**config.mk**
```make
export PLATFORM = sky130hd
export DESIGN_NAME = ltc2308_scan_sequencer_flat
export DESIGN_NICKNAME = d
export VERILOG_FILES = /design/src/rtl/ltc2308_scan_sequencer_if.sv /design/src/rtl/ltc2308_scan_sequencer.sv /design/src/flat_wrapper.sv
export SDC_FILE = /design/constraint.sdc
export NUM_CORES = 1
export LEC_CHECK = 0
export CORE_ASPECT_RATIO = 0.6
export CORE_MARGIN = 2
export CORE_UTILIZATION = 32
export CTS_CLUSTER_SIZE = 28
export DETAILED_ROUTE_END_ITERATION = 6
export PLACE_DENSITY = 0.5
export SYNTH_ARGS = -nofsm -noshare
export SYNTH_HDL_FRONTEND = slang
export SYNTH_SLANG_ARGS = --single-unit
```
**constraint.sdc**
```tcl
create_clock -name clock -period 4.9 [get_ports clock]
set_input_delay 1.225 -clock clock [delete_from_list [all_inputs] [get_ports clock]]
set_output_delay 1.225 -clock clock [all_outputs]
set_load 0.05 [all_outputs]
```
**src/rtl/ltc2308_scan_sequencer_if.sv**
```systemverilog
// Purpose: bundles the scan control, result strobe and LTC2308 pin signals of the sequencer.
// Latency: none, this is wiring only.
// Backpressure: none; result strobes are not flow-controlled and the consumer must take each one.
interface ltc2308_scan_sequencer_if;
  logic        start;
  logic        continuous;
  logic [7:0]  channel_mask;
  logic        unipolar;
  logic        CONVST;
  logic        SCK;
  logic        SDI;
  logic        SDO;
  logic        busy;
  logic        result_valid;
  logic [2:0]  result_channel;
  logic [11:0] result_data;
  logic        scan_done;

  // Sequencer side: owns the ADC pins and the result strobe.
  modport master (
    input  start, continuous, channel_mask, unipolar, SDO,
    output CONVST, SCK, SDI, busy, result_valid, result_channel, result_data, scan_done
  );

  // Front-end / ADC side.
  modport slave (
    output start, continuous, channel_mask, unipolar, SDO,
    input  CONVST, SCK, SDI, busy, result_valid, result_channel, result_data, scan_done
  );
endinterface

```
**src/rtl/ltc2308_scan_sequencer.sv**
```systemverilog
// Purpose: scans the enabled LTC2308 channels in ascending order, one SPI frame per channel plus a prime frame.
// Latency: CONVST rises 1 clock after a request; each frame is CONVST_CYCLES+CONV_CYCLES+24*SCK_HALF+1 clocks.
// Backpressure: none; each result is a single-cycle strobe that the front-end must capture.
module ltc2308_scan_sequencer #(
  parameter int CONVST_CYCLES = 2,
  parameter int CONV_CYCLES   = 80,
  parameter int SCK_HALF      = 2
) (
  input  logic                          clock,
  input  logic                          reset,
  ltc2308_scan_sequencer_if.master      bus
);

  typedef enum logic [2:0] {IDLE, CONV_PULSE, CONV_WAIT, SHIFT, EMIT} state_t;

  localparam logic [15:0] PULSE_LAST = 16'(CONVST_CYCLES - 1);
  localparam logic [15:0] WAIT_LAST  = 16'(CONV_CYCLES - 1);
  localparam logic [15:0] HALF_LAST  = 16'(SCK_HALF - 1);

  state_t      state_q, state_d;
  logic [15:0] cnt_q, cnt_d;
  logic [3:0]  bit_q, bit_d;
  logic [7:0]  mask_q, mask_d;
  logic        uni_q, uni_d;
  logic [2:0]  cfg_ch_q, cfg_ch_d;         // channel whose config is sent this frame
  logic [2:0]  emit_ch_q, emit_ch_d;       // channel whose conversion is read this frame
  logic [3:0]  frames_left_q, frames_left_d;
  logic        prime_q, prime_d;
  logic [11:0] shreg_q, shreg_d;
  logic        convst_q, convst_d;
  logic        sck_q, sck_d;
  logic        sdi_q, sdi_d;
  logic        busy_q, busy_d;
  logic        result_valid_q, result_valid_d;
  logic [2:0]  result_channel_q, result_channel_d;
  logic [11:0] result_data_q, result_data_d;
  logic        scan_done_q, scan_done_d;
  logic        launch;

  function automatic logic [2:0] lowest_bit(input logic [7:0] m);
    logic [2:0] r;
    r = '0;
    for (int i = 7; i >= 0; i--) if (m[i]) r = 3'(i);
    return r;
  endfunction

  // Next enabled channel above cur, wrapping to the lowest one; the wrap is
  // what makes the final frame carry the first channel's config.
  function automatic logic [2:0] next_bit(input logic [7:0] m, input logic [2:0] cur);
    logic [2:0] r;
    r = lowest_bit(m);
    for (int i = 7; i >= 0; i--) if (m[i] && (i > int'(cur))) r = 3'(i);
    return r;
  endfunction

  function automatic logic [3:0] popcount(input logic [7:0] m);
    logic [3:0] r;
    r = '0;
    for (int i = 0; i < 8; i++) r = r + {3'b000, m[i]};
    return r;
  endfunction

  // SDI level for serial bit b (0 = first on the wire): 6 config bits then zeros.
  function automatic logic cfg_bit(input logic [2:0] ch, input logic uni, input logic [3:0] b);
    logic [11:0] f;
    f = {1'b1, ch[0], ch[2], ch[1], uni, 1'b0, 6'b000000};
    return f[4'd11 - b];
  endfunction

  // Next-state and registered-output logic for the scan FSM.
  always_comb begin
    state_d          = state_q;
    cnt_d            = cnt_q;
    bit_d            = bit_q;
    mask_d           = mask_q;
    uni_d            = uni_q;
    cfg_ch_d         = cfg_ch_q;
    emit_ch_d        = emit_ch_q;
    frames_left_d    = frames_left_q;
    prime_d          = prime_q;
    shreg_d          = shreg_q;
    convst_d         = convst_q;
    sck_d            = sck_q;
    sdi_d            = sdi_q;
    result_valid_d   = 1'b0;
    result_channel_d = result_channel_q;
    result_data_d    = result_data_q;
    scan_done_d      = 1'b0;
    launch           = 1'b0;

    case (state_q)
      IDLE: begin
        if ((bus.start || bus.continuous) && (bus.channel_mask != 8'h00)) launch = 1'b1;
      end
      CONV_PULSE: begin
        if (cnt_q == PULSE_LAST) begin
          state_d  = CONV_WAIT;
          cnt_d    = '0;
          convst_d = 1'b0;
        end else begin
          cnt_d = cnt_q + 16'd1;
        end
      end
      CONV_WAIT: begin
        if (cnt_q == WAIT_LAST) begin
          state_d = SHIFT;
          cnt_d   = '0;
          bit_d   = '0;
          sck_d   = 1'b0;
          sdi_d   = cfg_bit(cfg_ch_q, uni_q, 4'd0);
        end else begin
          cnt_d = cnt_q + 16'd1;
        end
      end
      SHIFT: begin
        if (cnt_q == HALF_LAST) begin
          cnt_d = '0;
          if (!sck_q) begin
            // Rising SCK: capture the ADC bit on the same clock.
            sck_d   = 1'b1;
            shreg_d = {shreg_q[10:0], bus.SDO};
          end else begin
            sck_d = 1'b0;
            if (bit_q == 4'd11) begin
              state_d        = EMIT;
              sdi_d          = 1'b0;
              result_valid_d = !prime_q;
              scan_done_d    = !prime_q && (frames_left_q == 4'd0);
              if (!prime_q) begin
                result_channel_d = emit_ch_q;
                result_data_d    = shreg_q;
              end
            end else begin
              bit_d = bit_q + 4'd1;
              sdi_d = cfg_bit(cfg_ch_q, uni_q, bit_q + 4'd1);
            end
          end
        end else begin
          cnt_d = cnt_q + 16'd1;
        end
      end
      EMIT: begin
        prime_d   = 1'b0;
        emit_ch_d = cfg_ch_q;
        cfg_ch_d  = next_bit(mask_q, cfg_ch_q);
        if (frames_left_q != 4'd0) begin
          frames_left_d = frames_left_q - 4'd1;
          state_d       = CONV_PULSE;
          cnt_d         = '0;
          convst_d      = 1'b1;
        end else if (bus.continuous && (bus.channel_mask != 8'h00)) begin
          launch = 1'b1;
        end else begin
          state_d = IDLE;
        end
      end
      default: state_d = IDLE;
    endcase

    // Scan start: latch settings, prime frame first, N channels take N+1 frames.
    if (launch) begin
      state_d       = CONV_PULSE;
      cnt_d         = '0;
      convst_d      = 1'b1;
      mask_d        = bus.channel_mask;
      uni_d         = bus.unipolar;
      cfg_ch_d      = lowest_bit(bus.channel_mask);
      frames_left_d = popcount(bus.channel_mask);
      prime_d       = 1'b1;
    end

    busy_d = (state_d != IDLE);
  end

  // State and output registers with synchronous reset.
  always_ff @(posedge clock) begin
    if (reset) begin
      state_q          <= IDLE;
      cnt_q            <= '0;
      bit_q            <= '0;
      mask_q           <= '0;
      uni_q            <= 1'b0;
      cfg_ch_q         <= '0;
      emit_ch_q        <= '0;
      frames_left_q    <= '0;
      prime_q          <= 1'b0;
      shreg_q          <= '0;
      convst_q         <= 1'b0;
      sck_q            <= 1'b0;
      sdi_q            <= 1'b0;
      busy_q           <= 1'b0;
      result_valid_q   <= 1'b0;
      result_channel_q <= '0;
      result_data_q    <= '0;
      scan_done_q      <= 1'b0;
    end else begin
      state_q          <= state_d;
      cnt_q            <= cnt_d;
      bit_q            <= bit_d;
      mask_q           <= mask_d;
      uni_q            <= uni_d;
      cfg_ch_q         <= cfg_ch_d;
      emit_ch_q        <= emit_ch_d;
      frames_left_q    <= frames_left_d;
      prime_q          <= prime_d;
      shreg_q          <= shreg_d;
      convst_q         <= convst_d;
      sck_q            <= sck_d;
      sdi_q            <= sdi_d;
      busy_q           <= busy_d;
      result_valid_q   <= result_valid_d;
      result_channel_q <= result_channel_d;
      result_data_q    <= result_data_d;
      scan_done_q      <= scan_done_d;
    end
  end

  assign bus.CONVST         = convst_q;
  assign bus.SCK            = sck_q;
  assign bus.SDI            = sdi_q;
  assign bus.busy           = busy_q;
  assign bus.result_valid   = result_valid_q;
  assign bus.result_channel = result_channel_q;
  assign bus.result_data    = result_data_q;
  assign bus.scan_done      = scan_done_q;

endmodule

```
**src/flat_wrapper.sv**
```systemverilog
// flat-port wrapper written by rule: the top's interface ports become plain ports
module ltc2308_scan_sequencer_flat 
#(
  parameter int CONVST_CYCLES = 2,
  parameter int CONV_CYCLES   = 80,
  parameter int SCK_HALF      = 2
)
  (clock, reset, bus_start, bus_continuous, bus_channel_mask, bus_unipolar, bus_SDO, bus_CONVST, bus_SCK, bus_SDI, bus_busy, bus_result_valid, bus_result_channel, bus_result_data, bus_scan_done);
  ltc2308_scan_sequencer_if bus_i ();
  input  logic clock;
  input  logic reset;
  input wire logic [$bits(bus_i.start)-1:0] bus_start;
  input wire logic [$bits(bus_i.continuous)-1:0] bus_continuous;
  input wire logic [$bits(bus_i.channel_mask)-1:0] bus_channel_mask;
  input wire logic [$bits(bus_i.unipolar)-1:0] bus_unipolar;
  input wire logic [$bits(bus_i.SDO)-1:0] bus_SDO;
  output wire logic [$bits(bus_i.CONVST)-1:0] bus_CONVST;
  output wire logic [$bits(bus_i.SCK)-1:0] bus_SCK;
  output wire logic [$bits(bus_i.SDI)-1:0] bus_SDI;
  output wire logic [$bits(bus_i.busy)-1:0] bus_busy;
  output wire logic [$bits(bus_i.result_valid)-1:0] bus_result_valid;
  output wire logic [$bits(bus_i.result_channel)-1:0] bus_result_channel;
  output wire logic [$bits(bus_i.result_data)-1:0] bus_result_data;
  output wire logic [$bits(bus_i.scan_done)-1:0] bus_scan_done;
  assign bus_i.start = bus_start;
  assign bus_i.continuous = bus_continuous;
  assign bus_i.channel_mask = bus_channel_mask;
  assign bus_i.unipolar = bus_unipolar;
  assign bus_i.SDO = bus_SDO;
  assign bus_CONVST = bus_i.CONVST;
  assign bus_SCK = bus_i.SCK;
  assign bus_SDI = bus_i.SDI;
  assign bus_busy = bus_i.busy;
  assign bus_result_valid = bus_i.result_valid;
  assign bus_result_channel = bus_i.result_channel;
  assign bus_result_data = bus_i.result_data;
  assign bus_scan_done = bus_i.scan_done;
  ltc2308_scan_sequencer #(.CONVST_CYCLES(CONVST_CYCLES), .CONV_CYCLES(CONV_CYCLES), .SCK_HALF(SCK_HALF)) u_core (.clock(clock), .reset(reset), .bus(bus_i));
endmodule
```
After elaboration in Yosys (flattened, before gate mapping)
Index checks and enable logic that the tools add are counted.
{"block": "word_totals", "regBits": 76, "in_bits": 14, "output_inout_bits": 21, "elab_cells": 156}
{"block": "op_classes", "n_addsub": 11, "order_cmp": 8, "eq_ne": 14, "n_mux": 67, "n_bitwise": 5, "n_reduce_logical": 33}
{"op": "two-way mux 3 bit", "n": 33}
{"op": "two-way mux 16 bit", "n": 3}
{"op": "one-hot mux 16 bit (3 select lines)", "n": 1}
{"op": "two-way mux 4 bit", "n": 7}
{"op": "adder 4 x 1 -> 4 bit", "n": 6}
{"op": "adder 16 x 1 -> 16 bit (second input constant)", "n": 1}
{"op": "== test 16 x 1 -> 1 bit (second input constant)", "n": 1}
{"op": "== test 16 x 7 -> 1 bit (second input constant)", "n": 1}
{"op": "two-way mux 1 bit", "n": 16}
{"op": "one-hot mux 3 bit (5 select lines)", "n": 1}
{"op": "greater-than comparator 3 bit (first input constant)", "n": 4}
{"op": "logical AND 1 bit", "n": 10}
{"op": "AND reduction 5 bit", "n": 2}
{"op": "AND reduction 3 bit", "n": 3}
{"op": "nonzero test 3 bit", "n": 3}
{"op": "inequality test 2 x 1 -> 1 bit (second input constant)", "n": 4}
{"op": "one-hot mux 1 bit (2 select lines)", "n": 4}
{"op": "one-hot mux 4 bit (2 select lines)", "n": 1}
{"op": "nonzero test 8 bit", "n": 1}
{"op": "== test 3 x 2 -> 1 bit (second input constant)", "n": 2}
{"op": "greater-than comparator 2 x 3 -> 1 bit (first input constant)", "n": 2}
{"op": "inequality test 3 x 1 -> 1 bit (second input constant)", "n": 2}
{"op": "nonzero test 2 bit", "n": 3}
{"op": "< comparator 4 x 5 -> 1 bit (second input constant)", "n": 1}
{"op": "20 further kinds", "n": 26}

Depth between registers and ports, before layout
Gate-level depths: netlist (run 1).
{"block": "depth", "ltp_word": 17, "mapped_depth": 12, "ltp_nobuf": 12}

Worst setup path before layout (run 1)
Ideal clock, no wire load.
{"block": "synth_timing", "path_type": "input to register", "from": "input bus_channel_mask[0]", "to": "register u_core.frames_left_q[2]", "arrival_time_ns": 3.683, "slack_ns": 1.099, "path_stages": 11, "path_buffers": 0, "path_cell_list": "inv_1 ha_1 inv_1 fa_1 fa_1 fa_1 fa_1 xnor2_1 nand3_1 o21ai_0 a32o_1"}
{"block": "synth_via", "elab_chain_len": 8}
{"element": "start: declaration", "line_no": "flat_wrapper.sv:14", "rtl": "input wire logic [$bits(bus_i.channel_mask)-1:0] bus_channel_mask;"}
{"element": "adder 1 x 1 -> 2 bit", "line_no": "ltc2308_scan_sequencer.sv:59", "rtl": "for (int i = 0; i < 8; i++) r = r + {3'b000, m[i]};"}
{"element": "adder 4 x 1 -> 4 bit (6 in a row)", "line_no": "ltc2308_scan_sequencer.sv:59"}
{"element": "two-way mux 4 bit", "line_no": "ltc2308_scan_sequencer.sv:161", "rtl": "if (launch) begin"}
{"element": "end signal: assignment", "line_no": "ltc2308_scan_sequencer.sv:204", "rtl": "frames_left_q <= frames_left_d;"}
{"element": "end: declaration", "line_no": "ltc2308_scan_sequencer.sv:27", "rtl": "logic [3:0] frames_left_q, frames_left_d;"}
Parallel ways exist; a longest one is shown, timed or not.
A chain may end at the register's enable or synchronous reset.

Worst setup path in the final report (run 1)
Same ends and word-level chain as after synthesis.

==> reports/qor.yml, run 1 <==
n_antenna_cell: 0
power.density_nw_per_um2: 361
worstSetupStartpointType: "input port"
r2r_slack_ns: 2.17
cap_violations: 0
row_count: 31
clockBufferDepth: 2
avgRoutedWirePerCell_um: 14.4
yosysSeqAreaShare_pct: 39.1
cts_tree: "yes"
status: "finished, final reports clean"
hold_violations: 0
die_h_um: 89.4
async_flop_share_pct: 0
post-route-period-util_pct: 85.9
first_pass_iters: 4
path_class: "input port to flop"
first_global_vias: 3045
ys.flop_type: "dfxtp_1"
clk_pin_slew_ns: 0.07
synth_edf_count: 0
cts_setup_buffers: 0
tightestPinTransition_ns: 0.975
final.min_clock_period_ns: 4.21
antenna_found_initial: 0
finClkSkew_ns: 0.00956
syn_nets: 493
finalSetupTns_ns: 0
cts_resized: 0
worstPathArrival_ns: 4.44
ys_seq_elements: 76
cts_made_buffers: 9
grtUsageMet3_pct: 5.41
hp-start: "u_core.shreg_q[11]"
grtUsageTotal_pct: 15.3
drv_slew: 0
grt_pass1_wl_um: 15600
fin_util_pct: 38.7
clkPwrFrac_pct: 37.8
portBuffers: 34
drt_iter0_markers: 229
via_per_inst: 4.91
grt_setup_unrepaired: "no"
drt_wl_total_um: 9500
ys_warn_count: 0
r2r-end: "u_core.cnt_q[1]"
synthToLayoutAreaGrowth_pct: 19.0
crit_required_ns: 5.13
busiest_layer: "met1"
hp-class: "flop to flop"
ant_nets: 0
fin_nets: 517
p_int_mw: 1.14
dp_hpwl_um: 6740
crit_fanout: 5
syn_avg_cell_area_um2: 8.33
combPwrFrac_pct: 19.8
synth_top_cell_by_area: "dfxtp_1"
clockRootBuffer: "clkbuf_16"
drc: 0
grt_max_degree: 51
p_sw_uw: 531
rr_worst_depth: 6
synthCells: 467
synth.most_common_cell: "dfxtp_1"
synth.cell_area_um2: 3890
whs_path_depth: 2
grt_util_met2_pct: 20.5
synth_commonest_cells: "dfxtp_1 (76), nand2_1 (70), nor2_1 (54), a21oi_1 (45), inv_1 (22)"
synthTopCellsByArea: "dfxtp_1 (39%), nand2_1 (6.8%), a21oi_1 (5.8%)"
grt_overflow: 0
h-tree-depth: 3
fillCellCount: 1263
cts_num_sinks: 76
vdd_drop_max_mv: 0.167
cts_hold_buffers: 0
io_pins: 35
switching_share_pct: 31.8
drive_above_1_share_pct: 7.66
relSlewSlack_pct: 35.0
use_met1_pct: 22.6
hold_path_end: "u_core.shreg_q[11]"
fmax_mhz: 238
dieArea_um2: 13100
endpoint_kind: "flop"
die_w_um: 146
initial_utilization_pct: 32.6
setup_violations: 0
pwr-share-seq_pct: 42.4
reg2reg_from: "u_core.frames_left_q[0]"
routabilityCongestion: 0.884
via_count: 3243
clock_latency_ns: 0.34
core_um2: 11900
synth_top_area_share_pct: 39.1
p_leak_nw: 1.59
synth.distinct_cells: 63
[registers in the layout, indices dropped and copies added, names as in the netlist, 3 cells and up]
name / flops
u_core.cfg_ch_q: 3
u_core.bus.result_data: 12
u_core.shreg_q: 12
u_core.cnt_q: 16
u_core.emit_ch_q: 3
u_core.state_q: 3
u_core.bus.result_channel: 3
u_core.mask_q: 8
u_core.frames_left_q: 4
u_core.bit_q: 4
[how the worst max path moves through the flow]
stage,start,endpoint,slack (ns),cells after the start
2_1_floorplan,bus_channel_mask[0],u_core.frames_left_q[2],1.10,11
3_3_place_gp,bus_channel_mask[0],u_core.frames_left_q[2],0.44,12
3_5_place_dp,bus_channel_mask[0],u_core.frames_left_q[2],0.35,12
4_1_cts,bus_channel_mask[0],u_core.frames_left_q[2],0.70,12
5_1_grt,bus_channel_mask[0],u_core.frames_left_q[2],0.58,12
6_report,bus_channel_mask[0],u_core.frames_left_q[2],0.69,12
[cell usage in the layout, fill, tap and decap left out, drive strengths merged, types with 3 or more instances in the layout]
master / netlist / layout
nand2: 70 / 70
a21oi: 45 / 45
nand2b: 6 / 6
a31oi: 3 / 3
nor2: 54 / 54
ha: 8 / 8
clkbuf: 15 / 9
a211oi: 3 / 3
and4: 5 / 5
o211ai: 3 / 3
dfxtp: 76 / 76
or3: 3 / 3
mux2i: 16 / 16
nand3: 11 / 11
xnor2: 16 / 16
o21ai: 9 / 9
nor4: 9 / 9
nand4: 7 / 7
inv: 22 / 26
xor2: 3 / 3
and2: 3 / 3
nor3b: 3 / 3
nor3: 13 / 13
nor2b: 8 / 8
fa: 4 / 4
o31ai: 5 / 5
clkdlybuf4s50: 0 / 33
buf: 9 / 4
[worst max-delay path, stage by stage]
cell and delay (ns):
clkdlybuf4s50_1 0.57, inv_1 0.08, ha_1 0.28, inv_1 0.05
fa_1 0.49, fa_1 0.42, fa_1 0.42, fa_1 0.39
xnor2_1 0.14, nand3_1 0.07, o21ai_0 0.09, a32o_1 0.21
[stage by stage]
stage	cells	power, mW	worst slack (ns)	hold slack, ns	cell area, um^2
after global routing	661	1.77	0.585	0.470	4630
after global placement	645	1.05	0.438	0.446	4350
after detailed placement	645	1.05	0.353	0.447	4350
after CTS	661	1.69	0.702	0.456	4630
final	661	1.67	0.692	0.455	4630
after floorplan	467	0.968	1.10	0.432	3890
[final cells by class]
type	count	area, um^2	area share, %
clock buffers	9	225	4.87
clock inverters	7	56.3	1.22
inverters	22	82.6	1.78
multi-input cells	345	2180	47.1
flip-flops and latches	76	1520	32.9
well taps	165	206	4.46
repair buffers	37	358	7.73
[power by group through the flow]
stage                     logic (mW)  clock network, mW  registers, mW
after detailed placement       0.329                  0          0.720
after global placement         0.327                  0          0.720
final                          0.331              0.631          0.708
after CTS                      0.332              0.655          0.706
after global routing           0.372              0.682          0.714
after floorplan                0.264                  0          0.704
[kinds of logic (layout without fill, tap and decap cells)]
kind of cell,Yosys count,count (layout),share of synthesized area [%]
AND/OR/NAND/NOR,203,203,27.2
flip-flops,76,76,39.1
multiplexers,18,18,4.70
AO/OA/AOI/OAI,93,93,15.2
buffers and inverters,46,75,4.89
adder cells (fa/ha/maj),12,12,4.63
XOR/XNOR,19,19,4.28
[per-layer routing]
| metal | part of all wire [%] | wire, um |
|---|---|---|
| met2 | 37 | 3530 |
| met4 | 0.92 | 87 |
| met1 | 56 | 5340 |
| met5 | 0 | 0 |
| met3 | 5.8 | 551 |
Power figures use the tool's default switching activity.
==> run 2: changes to the inputs <==
--- a/config.mk
+++ b/config.mk
@@ -5,6 +5,7 @@
 export SDC_FILE = /design/constraint.sdc
 export NUM_CORES = 1
 export LEC_CHECK = 0
+export CAP_MARGIN = 20
 export CORE_ASPECT_RATIO = 0.6
 export CORE_MARGIN = 2
 export CORE_UTILIZATION = 32
==> results of run 2 <==
The final DEF is identical to that of run 1; final timing and power are the same.
